**src/rtl/and16_pkg.sv**
```systemverilog
// and16_pkg: shared widths, constants and types for the and16 gate
package and16_pkg;
  localparam int WIDTH_C = 16;
  typedef logic [15:0] word_t;
  typedef logic [4:0] cnt_t;
  localparam word_t ALL_ONES_C = 16'hFFFF;
  localparam word_t ZERO_C = 16'h0000;
endpackage

```
**src/rtl/and16_popcnt.sv**
```systemverilog
// and16_popcnt: combinational 16-bit population count
module and16_popcnt
  import and16_pkg::*;
(
  input  word_t w,
  output cnt_t  cnt
);
  always_comb begin
    cnt = '0;
    for (int i = 0; i < WIDTH_C; i++) cnt = cnt + cnt_t'(w[i]);
  end
endmodule

```
**src/rtl/and16.sv**
```systemverilog
// and16: 16-bit AND with combinational out and registered out_q/flags; AND16_POPCNT_EN adds registered popcnt_q
module and16
  import and16_pkg::*;
#(
  parameter int    WIDTH     = WIDTH_C,
  parameter word_t RESET_VAL = ZERO_C
) (
  input  logic             clk,
  input  logic             reset,
  input  logic [WIDTH-1:0] a,
  input  logic [WIDTH-1:0] b,
  input  logic             in_valid,
  output logic [WIDTH-1:0] out,
  output logic [WIDTH-1:0] out_q,
  output logic             out_valid,
  output logic             zr_q,
  output logic             ones_q
`ifdef AND16_POPCNT_EN
  ,output logic [4:0]      popcnt_q
`endif
);
  assign out = a & b;
  always_ff @(posedge clk) begin
    if (reset) begin
      out_q     <= RESET_VAL;
      out_valid <= 1'b0;
      zr_q      <= 1'b1;
      ones_q    <= 1'b0;
    end else begin
      out_valid <= in_valid;
      if (in_valid) begin
        out_q  <= out;
        zr_q   <= out == ZERO_C;
        ones_q <= out == ALL_ONES_C;
      end
    end
  end
`ifdef AND16_POPCNT_EN
  cnt_t cnt;
  and16_popcnt u_popcnt (.w(out), .cnt(cnt));
  always_ff @(posedge clk) begin
    if (reset) popcnt_q <= '0;
    else if (in_valid) popcnt_q <= cnt;
  end
`endif
endmodule

```
**config.mk**
```make
export PLATFORM = sky130hd
export DESIGN_NAME = and16
export DESIGN_NICKNAME = d
export VERILOG_FILES = /design/src/rtl/and16_pkg.sv /design/src/rtl/and16_popcnt.sv /design/src/rtl/and16.sv
export SDC_FILE = /design/constraint.sdc
export NUM_CORES = 1
export LEC_CHECK = 0
export ABC_AREA = 1
export CORE_MARGIN = 3
export CORE_UTILIZATION = 31
export DETAILED_ROUTE_END_ITERATION = 16
export PLACE_DENSITY = 0.87
export SYNTH_ARGS = -nofsm -noshare
export SYNTH_HDL_FRONTEND = slang
export SYNTH_SLANG_ARGS = --single-unit
```
**constraint.sdc**
```tcl
create_clock -name clk -period 0.9 [get_ports clk]
set_input_delay 0.225 -clock clk [delete_from_list [all_inputs] [get_ports clk]]
set_output_delay 0.225 -clock clk [all_outputs]
set_load 0.05 [all_outputs]
```
### Word level (Yosys, flattened, before mapping)

Index checks and enable logic that the tools add are counted.

| storage, ports and cells | value |
|---|---|
| output and inout port bits | 35 |
| bits in latches | 0 |
| bits in read-only memories | 0 |
| memories kept | 0 |
| logic and storage cells | 7 |
| bits in writable memories | 0 |
| register bits after elaboration | 19 |

| cells by class | value |
|---|---|
| bitwise gates (word level) | 1 |
| multipliers | 0 |
| add/sub/neg operators | 0 |
| reductions and logical operators | 1 |
| muxes and demuxes | 0 |
| order comparisons | 0 |
| div/mod/pow operators | 0 |
| eq/ne operators | 1 |
| shift operators | 0 |

Operators with widths:

| kind | number |
|---|---|
| AND 16 bit | 1 |
| == test 16 bit (second input constant) | 1 |
| zero test 16 bit | 1 |

### Longest topological paths before layout

| logic depth | value |
|---|---|
| depth in word-level cells | 2 |
| mapped depth | 7 |
| mapped depth without buffers | 7 |

### Worst setup path after synthesis

No wires, ideal clock.

| path | value |
|---|---|
| kind | in2reg |
| from | in a[15] |
| to | reg zr_q |
| required time | 0.785 ns |
| arrival time | 0.906 ns |
| cell stages on the path | 7 |
| slack | -0.121 ns |
| path buffers | 0 |
| setup time | 0.115 ns |
| cells stage by stage | nand2_1 > inv_1 > nor2_1 > nand3b_1 > nor2_1 > nand2_1 > nand2_1 |

| on the way | value |
|---|---|
| cells in the longest elaborated chain, start to end | 2 |

Ends and longest elaborated chain:

| element | RTL line | RTL |
|---|---|---|
| from (decl) | and16.sv:10 | `input logic [WIDTH-1:0] a,` |
| AND 16 bit | and16.sv:22 | `assign out = a & b;` |
| net out[15] | and16.sv:13 | `output logic [WIDTH-1:0] out,` |
| zero test 16 bit | and16.sv:33 | `zr_q <= out == ZERO_C;` |
| to (signal assigned) | and16.sv:27 | `zr_q <= 1'b1;` |
| to (signal assigned) | and16.sv:33 |  |
| to (decl) | and16.sv:16 | `output logic zr_q,` |

The timed path passes the listed nets, and every way through them passes these cells.
A chain may end at the register's enable or synchronous reset.

### Worst setup path in the final report

| path | value |
|---|---|
| from | reg out_q[1] |
| to | out out_q[1] |

RTL lines:

| element | RTL line | RTL |
|---|---|---|
| from (decl) | and16.sv:14 | `output logic [WIDTH-1:0] out_q,` |
| from (signal assigned) | and16.sv:32 | `out_q <= out;` |

No word-level cell between the ends.

==> summary.txt <==
STA
  – Rel. slew slack: 80.4%
  – Clock skew: 0 ns
  – Pins Over Slew Limit: 0
  – Fmax: 933 MHz
  – Min Tclk post-route: 1.07 ns
  – Worst-Margin Slew: 0.292 ns
  – Final worst slack: -0.172 ns
  – Final hold viol count: 0
  – TNS Setup: -3.01 ns
  – RSZ-0062 raised after global routing: true
  – Final cycle utilization of the critical path: 119%
  – Final Setup Violations: 20

Synthesis
  – Ys async rst share: 0%
  – Post-synth EDFFs: 0
  – Mapped Cells: 122
  – Post-synthesis cell type count: 12
  – Syn_nets: 157
  – Top FF cell, synth: dfxtp_1
  – Mapped Avg Cell Area: 6.74 um^2
  – Simple-gate share of the synthesized area: 21.9%
  – Seq/Total Area, Yosys: 46.3%
  – Synth top area share: 46.3%
  – Post-synthesis instance area: 822 um^2
  – Count leader, synth: nand2_1
  – Top cells by area in the synthesized netlist: dfxtp_1 46%, nand2_1 12%, a21oi_1 10%, o21ai_0 10%, inv_1 8.2%
  – Post-synthesis compound-gate area fraction: 20.7%
  – Yosys warns: 0
  – Largest family of logic cells by synthesized area: simple AND/OR/NAND/NOR gates
  – Adder and majority cell fraction of the synthesized area: 0%
  – Largest area contributor in the netlist: dfxtp_1
  – Synth top cells by count: 27 x nand2_1, 19 x dfxtp_1, 18 x inv_1
  – Post-synthesis xor/xnor area fraction: 0%
  – #FFs+latches synth: 19
  – Multiplexer share of the synthesized area: 0%

Worst setup path
  – Crit path arrival time: 0.85 ns
  – Max incr delay on CP: 0.39 ns
  – Startpoint type of the worst setup path: register
  – Worst Setup End Kind: output port
  – Top delay family on crit path: flip-flops
  – Critical path fanouts, max: 2
  – Beginning of the critical path: out_q[1]$_SDFFE_PP0P_
  – Setup CP Type: register to output port
  – Crit Reg-Reg Startpoint: out_q[6]$_SDFFE_PP0P_
  – Cells along the critical path: buf_12
  – WP data required: 0.67 ns
  – Slowest-stage cell, CP: dfxtp_2
  – Buf/Inv on CP: 1

Floorplan
  – Num ports: 70
  – DIE AREA: 3310 um^2
  – FP Rows: 18
  – Core area: 2500 um^2
  – Chip Height: 57.5 um
  – Starting Density: 32.9%
  – Die X: 57.5 um

Clock network
  – Max Root-Sink Buffers: 2
  – Clk root buf: clkbuf_4
  – CTS tree: built
  – Clk sink count: 19
  – Hold Buf Count CTS: 0
  – Num CTS Buffers: 3
  – Clk_lat worst skew: 0.31 ns
  – Clk slew on worst S/H paths: 0.13 ns
  – Maximum level of the CTS H-tree: 1

Cells and area
  – Fillers: 117
  – Layout cells sized above 1: 74.6%
  – Layout area overhead: 163%
  – Final Cell Area: 2170 um^2
  – Diode count: 0
  – Nets@finish: 260

Global routing
  – First-pass GRT wire length: 7380 um
  – Vias in the first global route: 1,430
  – Largest net degree at the start of global routing: 19
  – Total track usage: 29.7%
  – Total congestion overflow: 0
  – Initial antenna violation count: 0

Pwr
  – Tot Pwr: 0.00265 W
  – Static Leakage: 1.02 nW
  – VDD IR max: 1.04 mV
  – Pwr dens: 1220 nW/um^2

Job
  – Max_cap viols: 0

Drt
  – Drt wl/cell: 19.8 um
  – First-pass DRT Iterations: 4
  – Via Count: 1,333
  – Post-route DRC: 0
  – Detail Route Antenna Nets: 0
  – Via density: 5.25
  – Initial DRC Count: 51
  – Final WL: 5020 um

Run status
  – Violated checks: negative setup slack
  – Status: finished, violations left

Place
  – Final HPWL DP: 2790 um
  – DP Worst Slack: -0.569 ns
  – Placed cell area: 2050 um^2
  – IO Port Bufs: 69
  – Final RePlAce weighted congestion: 0.789

Min path
  – Hold Crit Class: input pin to register
  – Worst hold start: b[10]
## per-layer routing
metal / global-route usage, % / share of wire [%] / routed length (um) / vias to the layer above
met3: 6.11 / 6.3 / 317 / 26
met2: 52.1 / 52 / 2610 / 75
met4: 18.2 / 5.0 / 253 / 0
li1: - / - / - / 590
met1: 32.4 / 37 / 1840 / 642
met5: 0 / 0 / 0 / -
## sequential cells by signal (all words and copies together), names as in the netlist
name and cells:
ones_q 1, out_q 16, out_valid 1, zr_q 1
## per-stage QoR
step | utilization (%) | instances | hold slack [ns]
after global routing | 86.6 | 254 | 0.267
after floorplan | - | 122 | 0.297
after detailed placement | 82.2 | 233 | 0.523
final | 86.6 | 254 | 0.270
after global placement | 82.2 | 233 | 0.527
after CTS | 89.7 | 253 | 0.176
## layout by cell type, fill, tap and decap left out, drive strengths merged, types with 5 or more instances in the layout
cell type / synthesis / final
a21oi: 17 / 17
buf: 3 / 73
clkbuf: 1 / 28
clkinvlp: 0 / 5
dfxtp: 19 / 19
inv: 19 / 16
nand2: 27 / 27
nor2: 16 / 16
o21ai: 17 / 17
## cells by family (layout without fill, tap and decap cells)
| group | after synthesis | count (layout) |
|---|---|---|
| AOI/OAI and AO/OA | 34 | 34 |
| buffers and inverters | 23 | 125 |
| DFF | 19 | 19 |
| and+or+nand+nor | 46 | 46 |
## worst paths after layout
path	slack, ns	endpoint	cells after the start
worst min-delay path	0.27	out_q[10]$_SDFFE_PP0P_	4
worst max register to register	0.08	out_q[6]$_SDFFE_PP0P_	2
worst min register to register	0.54	zr_q$_SDFFE_PP1P_	2
worst max-delay path	-0.17	out_q[1]	1
## what timing repair did
action,CTS,global route
buffers inserted,14,1
endpoints found under the setup margin,53,49
cloned,2,0
resized for setup,116,46
pin swaps,15,20
## where the power goes
| part | internal [W] | switching [W] |
|---|---|---|
| Sequential | 0.000904 | 0.0000604 |
| Clock | 0.000166 | 0.000319 |
| Combinational | 0.000563 | 0.000634 |
| Total | 0.00163 | 0.00101 |
## cell type report
cell class | instances | area (um^2) | area share, %
Inverter | 19 | 82.6 | 3.81
Timing Repair Buffer | 100 | 1160 | 53.4
Tap cell | 30 | 37.5 | 1.73
Multi-Input combinational cell | 80 | 439 | 20.3
Clock inverter | 1 | 5.00 | 0.231
Timing Repair inverter | 2 | 15.0 | 0.693
Clock buffer | 3 | 22.5 | 1.04
Sequential cell | 19 | 407 | 18.8
(Power assumes the default switching activity.)
